### config.mk
export PLATFORM = sky130hd
export DESIGN_NAME = rgb_layer_compositor
export DESIGN_NICKNAME = d
export VERILOG_FILES = /design/src/rtl/rgb_layer_compositor.sv
export SDC_FILE = /design/constraint.sdc
export NUM_CORES = 1
export LEC_CHECK = 0
export CAP_MARGIN = 30
export CORE_UTILIZATION = 49
export CTS_CLUSTER_DIAMETER = 100
export DETAILED_ROUTE_END_ITERATION = 8
export PLACE_DENSITY = 0.95
export SYNTH_ARGS = -nofsm -noshare
export SYNTH_HDL_FRONTEND = slang
export SYNTH_SLANG_ARGS = --single-unit
export TNS_END_PERCENT = 1
### constraint.sdc
create_clock -name clk -period 3.9 [get_ports clk]
set_clock_uncertainty 0.1 [all_clocks]
set_input_delay 0.39 -clock clk [delete_from_list [all_inputs] [get_ports clk]]
set_output_delay 0.39 -clock clk [all_outputs]
set_load 0.01 [all_outputs]
### src/rtl/rgb_layer_compositor.sv
// rtl/rgb_layer_compositor.sv - fixed-priority RGB layer compositor for the VGA output path
//
// Two-stage pipeline advanced by p_tick:
//   stage A registers the per-layer visibility vector, layer colours and display_on;
//   stage B registers the priority-selected colour, winner flag and winner index.
// Layer 0 has the highest priority. Output is blanked (0) outside the display window
// and shows BG_COLOR inside the window when no layer is visible.
//
// Optional feature macro: RGB_COMP_BLINK_EN
//   defined   - a BLINK_W-bit frame counter (advanced by frame_tick) drives blink_phase;
//               layers with blink_en set are hidden while blink_phase is 1.
//   undefined - no frame counter; blink_phase is 0; frame_tick and blink_en have no effect.
//
// Ports:
//   clk         system clock
//   rst_n       synchronous reset, active low
//   p_tick      pixel-enable strobe; pipeline advances only when high
//   frame_tick  one-cycle pulse once per frame
//   display_on  current pixel is inside the visible area
//   layer_on    bit i: current pixel lies inside layer i
//   layer_rgb   layer i colour at [i*COLOR_W +: COLOR_W]
//   key_en      bit i: apply transparency key to layer i
//   key_rgb     per-layer transparency key, same packing as layer_rgb
//   blink_en    bit i: layer i is subject to blinking
//   rgb_out     composited pixel colour (registered)
//   sel_valid   a layer (not background) won the pixel
//   sel_idx     index of the winning layer; 0 when sel_valid is 0

module rgb_layer_compositor #(
    parameter int                 NUM_LAYERS = 8,
    parameter int                 COLOR_W    = 12,
    parameter logic [COLOR_W-1:0] BG_COLOR   = 12'h220,
    parameter int                 BLINK_W    = 4,
    parameter int                 IDX_W      = (NUM_LAYERS > 1) ? $clog2(NUM_LAYERS) : 1
) (
    input  logic                          clk,
    input  logic                          rst_n,
    input  logic                          p_tick,
    input  logic                          frame_tick,
    input  logic                          display_on,
    input  logic [NUM_LAYERS-1:0]         layer_on,
    input  logic [NUM_LAYERS*COLOR_W-1:0] layer_rgb,
    input  logic [NUM_LAYERS-1:0]         key_en,
    input  logic [NUM_LAYERS*COLOR_W-1:0] key_rgb,
    input  logic [NUM_LAYERS-1:0]         blink_en,
    output logic [COLOR_W-1:0]            rgb_out,
    output logic                          sel_valid,
    output logic [IDX_W-1:0]              sel_idx
);

    logic blink_phase;

`ifdef RGB_COMP_BLINK_EN
    // Free-running frame counter; its MSB splits the period into a shown half
    // and a suppressed half. Runs independently of p_tick.
    logic [BLINK_W-1:0] frame_cnt;

    always_ff @(posedge clk) begin
        if (!rst_n) begin
            frame_cnt <= '0;
        end else if (frame_tick) begin
            frame_cnt <= frame_cnt + 1'b1;
        end
    end

    assign blink_phase = frame_cnt[BLINK_W-1];
`else
    logic unused_frame_tick;

    assign blink_phase       = 1'b0;
    assign unused_frame_tick = frame_tick;
`endif

    // Visibility from the current inputs and the pre-increment blink phase.
    logic [NUM_LAYERS-1:0] vis_c;

    always_comb begin
        vis_c = '0;
        for (int i = 0; i < NUM_LAYERS; i++) begin
            vis_c[i] = layer_on[i]
                && !(key_en[i] && (layer_rgb[i*COLOR_W +: COLOR_W] == key_rgb[i*COLOR_W +: COLOR_W]))
                && !(blink_en[i] && blink_phase);
        end
    end

    // Stage A
    logic [NUM_LAYERS-1:0]         vis_a;
    logic [NUM_LAYERS*COLOR_W-1:0] rgb_a;
    logic                          disp_a;

    always_ff @(posedge clk) begin
        if (!rst_n) begin
            vis_a  <= '0;
            rgb_a  <= '0;
            disp_a <= 1'b0;
        end else if (p_tick) begin
            vis_a  <= vis_c;
            rgb_a  <= layer_rgb;
            disp_a <= display_on;
        end
    end

    // Fixed-priority select: scanning from the top index down lets the lowest
    // visible index overwrite any earlier match.
    logic               win_valid;
    logic [IDX_W-1:0]   win_idx;
    logic [COLOR_W-1:0] win_rgb;

    always_comb begin
        win_valid = 1'b0;
        win_idx   = '0;
        win_rgb   = '0;
        for (int i = NUM_LAYERS - 1; i >= 0; i--) begin
            if (vis_a[i]) begin
                win_valid = 1'b1;
                win_idx   = IDX_W'(i);
                win_rgb   = rgb_a[i*COLOR_W +: COLOR_W];
            end
        end
    end

    // Stage B
    always_ff @(posedge clk) begin
        if (!rst_n) begin
            rgb_out   <= '0;
            sel_valid <= 1'b0;
            sel_idx   <= '0;
        end else if (p_tick) begin
            if (!disp_a) begin
                rgb_out   <= '0;
                sel_valid <= 1'b0;
                sel_idx   <= '0;
            end else if (win_valid) begin
                rgb_out   <= win_rgb;
                sel_valid <= 1'b1;
                sel_idx   <= win_idx;
            end else begin
                rgb_out   <= BG_COLOR;
                sel_valid <= 1'b0;
                sel_idx   <= '0;
            end
        end
    end

endmodule

==> flow_metrics.tcl, run 1 <==
set metrics [dict create \
    path_max_fanout 27 \
    insertion_delay_ps 400 \
    fp.dieW_um 117 \
    synthFlopType "dfxtp_1" \
    clock_sinks 121 \
    drc 0 \
    yosys.area.top_type_share_pct 37.5 \
    async_flop_share_pct 0 \
    synthesis.nets 907 \
    vdd_drop_max_mv 0.331 \
    rows 41 \
    viasPerCell 5.44 \
    die-height_um 117 \
    synth.most_common_cell "dfxtp_1" \
    critPathKind "register to register" \
    grt_pass1_vias 5749 \
    grt_pass1_wl_mm 28.1 \
    slowest_delay_ps 790 \
    dp_hpwl_mm 13.5 \
    yosysSeqAreaShare_pct 37.5 \
    hp-start "rgb_out[7]$_SDFFE_PN0P_" \
    postCtsHoldBufs 0 \
    cp_data_required_time_ps 4040 \
    power_uw 3730 \
    io_pins 237 \
    clockRootBuffer "clkbuf_16" \
    antenna_found_initial 0 \
    r2r_end "rgb_out[9]$_SDFFE_PN0P_" \
    htreeDepth 4 \
    initial_utilization_pct 50.7 \
    min_path_cells 2 \
    path_cells "and3b_1, a2111oi_0, a2111oi_0, a2111oi_0, o41ai_1" \
    grt_usage_pct 27.3 \
    areaGrowthSynthToFinish_pct 45.6 \
    finalSetupViolCount 0 \
    numCtsBuffers 17 \
    final_max_slew_viol_count 0 \
    drv_cap 0 \
    n_antenna_cell 0 \
    cts_max_path_buffers 2 \
    synth_cell_type_count 43 \
    fin_crit_sh_pct 66.0 \
    cpLargestDelayFamily "compound AO/OA/AOI/OAI gates" \
    final_nets 1107 \
    p_per_area_nw_per_um2 397 \
    hold-worst-slack_ps 351 \
    hold_violations 0 \
    fmax_mhz 389 \
    wl_per_cell_um 17.5 \
    nFillCells 864 \
    gp_congestion 0.772 \
    core_sq_um 12700 \
    syn_avg_cell_area_sq_um 9.41 \
    status "complete, no violations" \
    worstPathArrival_ps 2720 \
    overflow 0 \
    rr_startpoint "vis_a[6]$_SDFFE_PN0P_" \
    hold_end "rgb_out[7]$_SDFFE_PN0P_" \
    port_buffers 227 \
    synth_top_area_cell "dfxtp_1" \
    drtIter0Drc 522 \
    synthTopCellsByCount "121 x dfxtp_1, 99 x nor2b_1, 97 x mux2i_1, 56 x xor2_1, 40 x xnor2_1" \
    fin_tns_setup_ps 0 \
    slew_headroom_pct 33.2 \
    hold_path_class "register to register" \
    tightestPinTransition_ps 1000 \
    antenna_left 0 \
    drive_gt1_share_pct 4.12 \
    ys_ff_latch 121 \
    clk_pin_slew_worst_paths_ps 50 \
    syn-cell-area_sq_um 6460 \
    r2r_cells 5 \
    cts_resized 0 \
    cpMostUsedCell "a2111oi_0" \
    dr.pass1.iters 5 \
    syn_inst 686 \
    r2r_setup_slack_ps 1330 \
    synth_enable_flop_cells 0 \
    cp_num_buf_inv 0 \
    grt_setup_unrepaired "no" \
    p_leak_uw 0.00368 \
    cts_tree "built" \
    vias 5829 \
    die-area_sq_um 13600 \
    endpoint_kind "register" \
    yosys-top-cells-area "dfxtp_1 38%, mux2i_1 15%, nor2b_1 9.6%" \
    wl_mm 18.8 \
    cts_setup_buffers 0 \
    startpoint_type "register" \
    cpMaxStageDelayCell "dfxtp_1" \
    yosys_warnings 0 \
    period_minus_slack_ps 2570 \
    grt_start_max_net_pins 101 \
]
==> routing by layer <==
metal / track usage, % / share of wire (%) / vias up
met5: 0 / 0 / -
met3: 6.64 / 8.4 / 51
met4: 12.8 / 3.7 / 0
met2: 46.4 / 48 / 272
met1: 32.5 / 40 / 2693
li1: - / - / 2813
==> logic make-up (layout without fill, tap and decap cells) <==
kind of cell	Yosys count	count (layout)	share of synthesized area, %
xor+xnor	96	96	13.0
compound gates	111	111	11.8
flops	121	121	37.5
mux	97	97	15.0
buf+inv	72	285	4.86
simple gates	189	189	17.7
==> tightest hold or removal path: stages, from the launching register on <==
cell,delay (ps)
dfxtp_1,320
nand2_1,40
o21ai_0,50
==> power by group <==
group | total, uW | internal (uW) | switching, uW
Sequential | 1370 | 1310 | 67.7
Clock | 1720 | 1170 | 553
Combinational | 637 | 376 | 261
Total | 3730 | 2850 | 882
==> layout make-up <==
class,count,area [sq um],area share (%)
multi-input cells,493,3720,39.6
flip-flops and latches,121,2420,25.8
repair buffers,229,2300,24.4
clock buffers,21,460,4.90
well taps,172,215,2.29
clock inverters,11,194,2.06
inverters,24,90.1,0.959
==> state kept, by name, summed over array words and instances, names as in the netlist <==
| name | cells |
|---|---|
| rgb_a | 96 |
| disp_a | 1 |
| vis_a | 8 |
| rgb_out | 12 |
| sel_idx | 3 |
| sel_valid | 1 |
==> layout by cell type, fill, tap and decap left out, types with 3 or more instances in the layout <==
master | Yosys | layout
clkinv_4 | 0 | 3
clkbuf_16 | 0 | 17
a221oi_1 | 15 | 15
nand4_1 | 16 | 16
a41o_1 | 8 | 8
and3b_1 | 6 | 6
xor2_1 | 56 | 56
mux2i_1 | 97 | 97
o31ai_1 | 7 | 7
a21oi_1 | 30 | 30
a32o_1 | 7 | 7
nor2b_1 | 99 | 99
nor2_1 | 8 | 8
a2111oi_0 | 3 | 3
nor4_1 | 16 | 16
nor3_1 | 3 | 3
a221o_1 | 4 | 4
o21ai_0 | 22 | 22
xnor2_1 | 40 | 40
bufinv_16 | 0 | 5
nand2_1 | 21 | 21
nand2b_1 | 8 | 8
dfxtp_1 | 121 | 121
inv_1 | 23 | 23
nor3b_1 | 3 | 3
o22ai_1 | 9 | 9
clkdlybuf4s50_1 | 0 | 225
==> through the flow <==
step           area, sq um  utilization [%]  instances  setup slack [ps]
2_1_floorplan         6460                -        686              2180
3_3_place_gp          8740             68.7       1039              1520
3_5_place_dp          8740             68.7       1039              1470
4_1_cts               9400             73.9       1071              1400
5_1_grt               9400             73.9       1071              1130
6_report              9400             73.9       1071              1330
==> how the worst max path moves through the flow <==
stage                                startpoint                 endpoint  slack [ps]  depth (start not counted)
final                     vis_a[6]$_SDFFE_PN0P_  rgb_out[9]$_SDFFE_PN0P_        1330                          5
after global routing      vis_a[6]$_SDFFE_PN0P_  rgb_out[9]$_SDFFE_PN0P_        1130                          5
after CTS                 vis_a[6]$_SDFFE_PN0P_  rgb_out[9]$_SDFFE_PN0P_        1400                          5
after detailed placement  vis_a[6]$_SDFFE_PN0P_  rgb_out[9]$_SDFFE_PN0P_        1470                          5
after global placement    vis_a[6]$_SDFFE_PN0P_  rgb_out[9]$_SDFFE_PN0P_        1520                          5
after floorplan           vis_a[5]$_SDFFE_PN0P_  rgb_out[0]$_SDFFE_PN0P_        2180                          6
No activity file was read; power rests on OpenSTA's default activity.
==> inputs of run 2 (changes only) <==
--- a/config.mk
+++ b/config.mk
@@ -6,10 +6,10 @@
 export NUM_CORES = 1
 export LEC_CHECK = 0
 export CAP_MARGIN = 30
-export CORE_UTILIZATION = 49
+export CORE_UTILIZATION = 45
 export CTS_CLUSTER_DIAMETER = 100
 export DETAILED_ROUTE_END_ITERATION = 8
-export PLACE_DENSITY = 0.95
+export PLACE_DENSITY = 0.91
 export SYNTH_ARGS = -nofsm -noshare
 export SYNTH_HDL_FRONTEND = slang
 export SYNTH_SLANG_ARGS = --single-unit
==> constraint.sdc (replaced) <==
create_clock -name clk -period 2.67 [get_ports clk]
set_clock_uncertainty 0.1 [all_clocks]
set_input_delay 0.267 -clock clk [delete_from_list [all_inputs] [get_ports clk]]
set_output_delay 0.267 -clock clk [all_outputs]
set_load 0.01 [all_outputs]
==> flow_metrics.tcl, run 2 (same netlist as run 1, synthesis figures left out) <==
set metrics [dict create \
    final.setup.worst_slack_ps 490 \
    cpMostUsedCell "o21ai_0" \
    final_cell_mix "225 x clkdlybuf4s50_1, 121 x dfxtp_1, 99 x nor2b_1" \
    endpoint_kind "register" \
    cts_resized 0 \
    overflow 0 \
    numCtsBuffers 17 \
    core_sq_um 13900 \
    cts_setup_buffers 0 \
    cp_num_buf_inv 1 \
    gp_congestion 0.796 \
    dp.cells 1057 \
    path_cells "buf_4, a21oi_1, o21ai_0, a221o_1, a221oi_1, o21ai_0" \
    vias 5735 \
    hold_end "rgb_a[21]$_SDFFE_PN0P_" \
    cpMaxStageDelayCell "dfxtp_1" \
    met2_length_mm 8.81 \
    r2r_cells 6 \
    fp.dieW_um 122 \
    finalSetupViolCount 0 \
    dpl_cell_area_sq_um 8840 \
    antenna_left 0 \
    tightestPinTransition_ps 787 \
    grt_pass1_wl_mm 28.1 \
    postCtsHoldBufs 0 \
    cpLargestDelayFamily "compound AO/OA/AOI/OAI gates" \
    die-height_um 122 \
    hp-start "rst_n" \
    final_max_slew_viol_count 0 \
    finish.utilization_pct 67.6 \
    met1Wirelength_mm 7.81 \
    dp_hpwl_mm 13.9 \
    fin_tns_setup_ps 0 \
    clk_pin_slew_worst_paths_ps 60 \
    grt_start_max_net_pins 103 \
    drc 0 \
    io_pins 237 \
    slowest_delay_ps 490 \
    rows 43 \
    worstPathArrival_ps 2350 \
    place_ws_ps 633 \
    drive_gt1_share_pct 5.28 \
    reg_top3 "rgb_a x96, rgb_out x12, vis_a x8" \
    period_minus_slack_ps 2180 \
    antenna_found_initial 0 \
    critPathKind "register to register" \
    initial_utilization_pct 46.3 \
    final_common_cell "clkdlybuf4s50_1" \
    cts_tree "built" \
    hold_path_class "primary input to register" \
    top_layer "met4" \
    largest_reg_flops 96 \
    dr.pass1.iters 5 \
    wl_per_cell_um 16.8 \
    r2r_setup_slack_ps 490 \
    hold_violations 0 \
    drv_cap 0 \
    grt_pass1_vias 5718 \
    port_buffers 227 \
    path_max_fanout 17 \
    grt_setup_unrepaired "no" \
    vdd_drop_max_mv 0.499 \
    p_per_area_nw_per_um2 549 \
    final_nets 1117 \
    cts_max_path_buffers 2 \
    startpoint_type "register" \
    r2r_end "rgb_out[8]$_SDFFE_PN0P_" \
    p_leak_uw 0.00370 \
    insertion_delay_ps 400 \
    grt_usage_pct 24.6 \
    status "complete, no violations" \
    design_area_sq_um 9420 \
    fin_crit_sh_pct 81.6 \
    slew_headroom_pct 47.4 \
    min_path_cells 2 \
    n_antenna_cell 0 \
    setup.worst_path.start "vis_a[5]$_SDFFE_PN0P_" \
    regMostFlops "rgb_a" \
    fmax_mhz 459 \
    cp.depth 6 \
    areaGrowthSynthToFinish_pct 45.9 \
    clock_sinks 121 \
    wl_mm 18.3 \
    dr_wl_met3_mm 1.32 \
    drtIter0Drc 410 \
    rr_startpoint "vis_a[5]$_SDFFE_PN0P_" \
    cp_data_required_time_ps 2840 \
    viasPerCell 5.27 \
    clockRootBuffer "clkbuf_16" \
    htreeDepth 4 \
    die-area_sq_um 14800 \
    instances_no_fill 1089 \
]
-- run 2: cell count changes in the layout (fill, tap and decap cells not counted), sizes merged --
cell,change
buf,+10
bufinv,-3
clkbuf,-1
clkinv,+2
clkinvlp,+2
-- run 2: worst max-delay path by stage --
| stage | end |
|---|---|
| final | rgb_out[8]$_SDFFE_PN0P_ |
| after global routing | rgb_out[9]$_SDFFE_PN0P_ |
| after CTS | rgb_out[8]$_SDFFE_PN0P_ |
| after detailed placement | sel_idx[0]$_SDFFE_PN0P_ |
| after global placement | rgb_out[9]$_SDFFE_PN0P_ |
| after floorplan | rgb_out[0]$_SDFFE_PN0P_ |
-- run 2: through the flow --
| stage | total power [uW] | hold slack, ps |
|---|---|---|
| 4_1_cts | 5180 | 192 |
| 3_5_place_dp | 2970 | 342 |
| 3_3_place_gp | 2940 | 335 |
| 5_1_grt | 5350 | 212 |
| 6_report | 5170 | 203 |
| 2_1_floorplan | 2470 | 329 |
-- run 2: power by group --
part           total, uW  switching (uW)  internal (uW)
registers           1980            75.2           1910
logic                962             401            561
clock network       2230             815           1420
-- run 2: worst reg2reg max path, delay by kind of cell (launching register included) --
family / cells / cell delay, ps
buffers and inverters: 1 / 280
DFF: 1 / 490
AOI/OAI and AO/OA: 5 / 1200
-- run 2: per-layer routing --
layer / vias up / GRT usage, %
li1: 2828 / -
met3: 24 / 5.38
met1: 2668 / 30.6
met5: - / 0
met4: 0 / 9.18
met2: 215 / 41.4
-- run 2: final cells by class --
class	instances	area (sq um)
clock buffers	20	457
clock inverters	12	125
fillers	1050	4510
inverters	24	90.1
multi-input cells	493	3720
flip-flops and latches	121	2420
well taps	180	225
repair buffers	239	2380
==> RTL change, RTL diff (config.mk and constraints of run 2) <==
Change the parameter `NUM_LAYERS` from 8 to 16.
--- a/src/rtl/rgb_layer_compositor.sv
+++ b/src/rtl/rgb_layer_compositor.sv
@@ -29,3 +29,3 @@
 module rgb_layer_compositor #(
-    parameter int                 NUM_LAYERS = 8,
+    parameter int                 NUM_LAYERS = 16,
     parameter int                 COLOR_W    = 12,
Ports: changed (6 resized); port bits go from 237 to 454. No check against the original RTL was run, so the function may have changed too.
==> RTL change against run 2 <==
Worst hold slack got worse by 0.046 ns; synthesized area increased by 93%; first-iteration DRC count increased by 120%; wire length increased by 130%; setup slack got worse by 0.26 ns; sequential cell count increased by 105; core utilization decreased by 1.3 points; synthesized cell count increased by 97%; power increased by 79%; cell area increased by 90%; combinational power increased by 110%; highest routed layer unchanged.
==> RTL change: results (changes against run 2) <==
- Clk buf depth: 3 (+1)
- Worst skew pair latency: 0.52 ns (+0.12 ns)
- Sequential fraction of the synthesis area: 0.364 (-0.0113)
- DRT Pass-1 Iters: 5 (unchanged)
- Total placed cells including tap cells: 2065 (+95%)
- Peak supply drop: 0.000391 V (-22%)
- Top Registers: rgb_a (192), vis_a (16), rgb_out (12)
- Critical path origin: vis_a[0]
- Critical path arrival: 2.73 ns (+0.38 ns)
- Share of cells above drive strength 1: 0.0396 (-0.0132)
- Largest net degree at the start of global routing: 93 (-9.7%)
- Status: complete, no violations
- Root buf cell: clkbuf_16
- Vias in the first global route: 11.6k (+100%)
- Detailed Place HPWL: 34.3 mm (+150%)
- Initial DRC count: 894 (+120%)
- PortBufs: 436 (+92%)
- Total wire length: 43.0 mm (+130%)
- Resized Gates After CTS: 0 (unchanged)
- Critical-path top delay cell: nor2_1
- Top cells by count, synth: dfxtp_1, nor2b_1, mux2i_1
- Synth Instances: 1351 (+97%)
- Largest cells by area after synthesis: dfxtp_1, mux2i_1, nor2b_1
- Slowest cell delay on critical path: 0.62 ns (+0.13 ns)
- Nets: 2187 (+96%)
- CP max FO: 9 (-8)
- P_leak: 6.91 nW (+87%)
- Drt wl/cell: 20.4 um (+21%)
- Slew @ Worst Pin: 0.796 ns (+0.00879 ns)
- GPL Wtd Cong: 0.924 (+16%)
- Post-CTS Repair Setup Buffers: 0 (unchanged)
- TritonCTS Buffers: 24 (+7)
- Worst-path clk slew: 0.06 ns (about the same)
- Hold path startpoint: p_tick
- Worst hold path type: input pin to flip-flop
- Global-route wire length before repair: 64.3 mm (+130%)
- Initial antenna violation count: 2 (+2)
- Via Count: 11.4k (+99%)
- Synth Net Count: 1788 (+97%)
- # fillers: 2156 (+110%)
- H-tree Lvls: 1 (-3)
- Synth cell types: 49 (+14%)
- Synth warn: 0 (unchanged)
- Post-synth ARST share: 0 (unchanged)
- Total GRT Usage: 0.294 (+0.0477)
-- RTL change: changes by cell type in the layout (fill, tap and decap cells not counted), moves of 22 or more --
cell                    run 2  this run
clkdlybuf4s50_1           225       434
dfxtp_1                   121       226
nor2b_1                    99       203
mux2i_1                    97       193
xor2_1                     56       112
xnor2_1                    40        80
nand2_1                    21        51
nor4_1                     16        39
nor2_1                      8        30
o21ai_0                    22        44
-- RTL change: routing by layer --
layer / global-route usage / up-vias / routed length, um
li1: - / 5530 / -
met1: 0.345 / 5331 / 16800
met2: 0.533 / 498 / 21800
met3: 0.0649 / 68 / 3270
met4: 0.0850 / 0 / 1090
met5: 0 / - / 0
-- RTL change: worst max-delay path, delay by kind of cell (launching register included) --
family / cells / cell delay [ns]
AOI/OAI and AO/OA: 3 / 1.05
and+or+nand+nor: 2 / 0.86
DFF: 1 / 0.31
-- RTL change: cell type report --
| type | count | area share |
|---|---|---|
| inverter | 34 | 0.00712 |
| multi-input combinational | 1007 | 0.414 |
| antenna | 2 | 0.000279 |
| clock inverter | 9 | 0.00830 |
| timing repair buffer | 457 | 0.255 |
| tap | 341 | 0.0238 |
| clock buffer | 34 | 0.0390 |
| sequential | 226 | 0.252 |
-- RTL change: through the flow --
step / instance area [um2] / worst slack (ns)
2_1_floorplan: 12400 / 0.806
3_3_place_gp: 17100 / 0.492
3_5_place_dp: 17100 / 0.435
4_1_cts: 17900 / 0.426
5_1_grt: 17900 / 0.155
6_report: 17900 / 0.232
-- RTL change: cell families after synthesis --
group	after synthesis	share of synthesized area
flops	226	0.364
xor+xnor	192	0.135
buf+inv	118	0.0387
simple gates	429	0.200
mux	194	0.156
compound gates	192	0.105
-- RTL change: where the power goes --
| group | switching (W) | internal, W |
|---|---|---|
| sequential | 0.000153 | 0.00357 |
| clock | 0.00137 | 0.00221 |
| combinational | 0.000863 | 0.00111 |
-- RTL change: path summary, 6_finish.rpt --
path / to / slack, ns / depth (start not counted)
max reg2reg: rgb_out[0] / 0.23 / 5
max: rgb_out[0] / 0.23 / 5
min: sel_valid / 0.16 / 3
min reg2reg: rgb_out[1] / 0.36 / 2
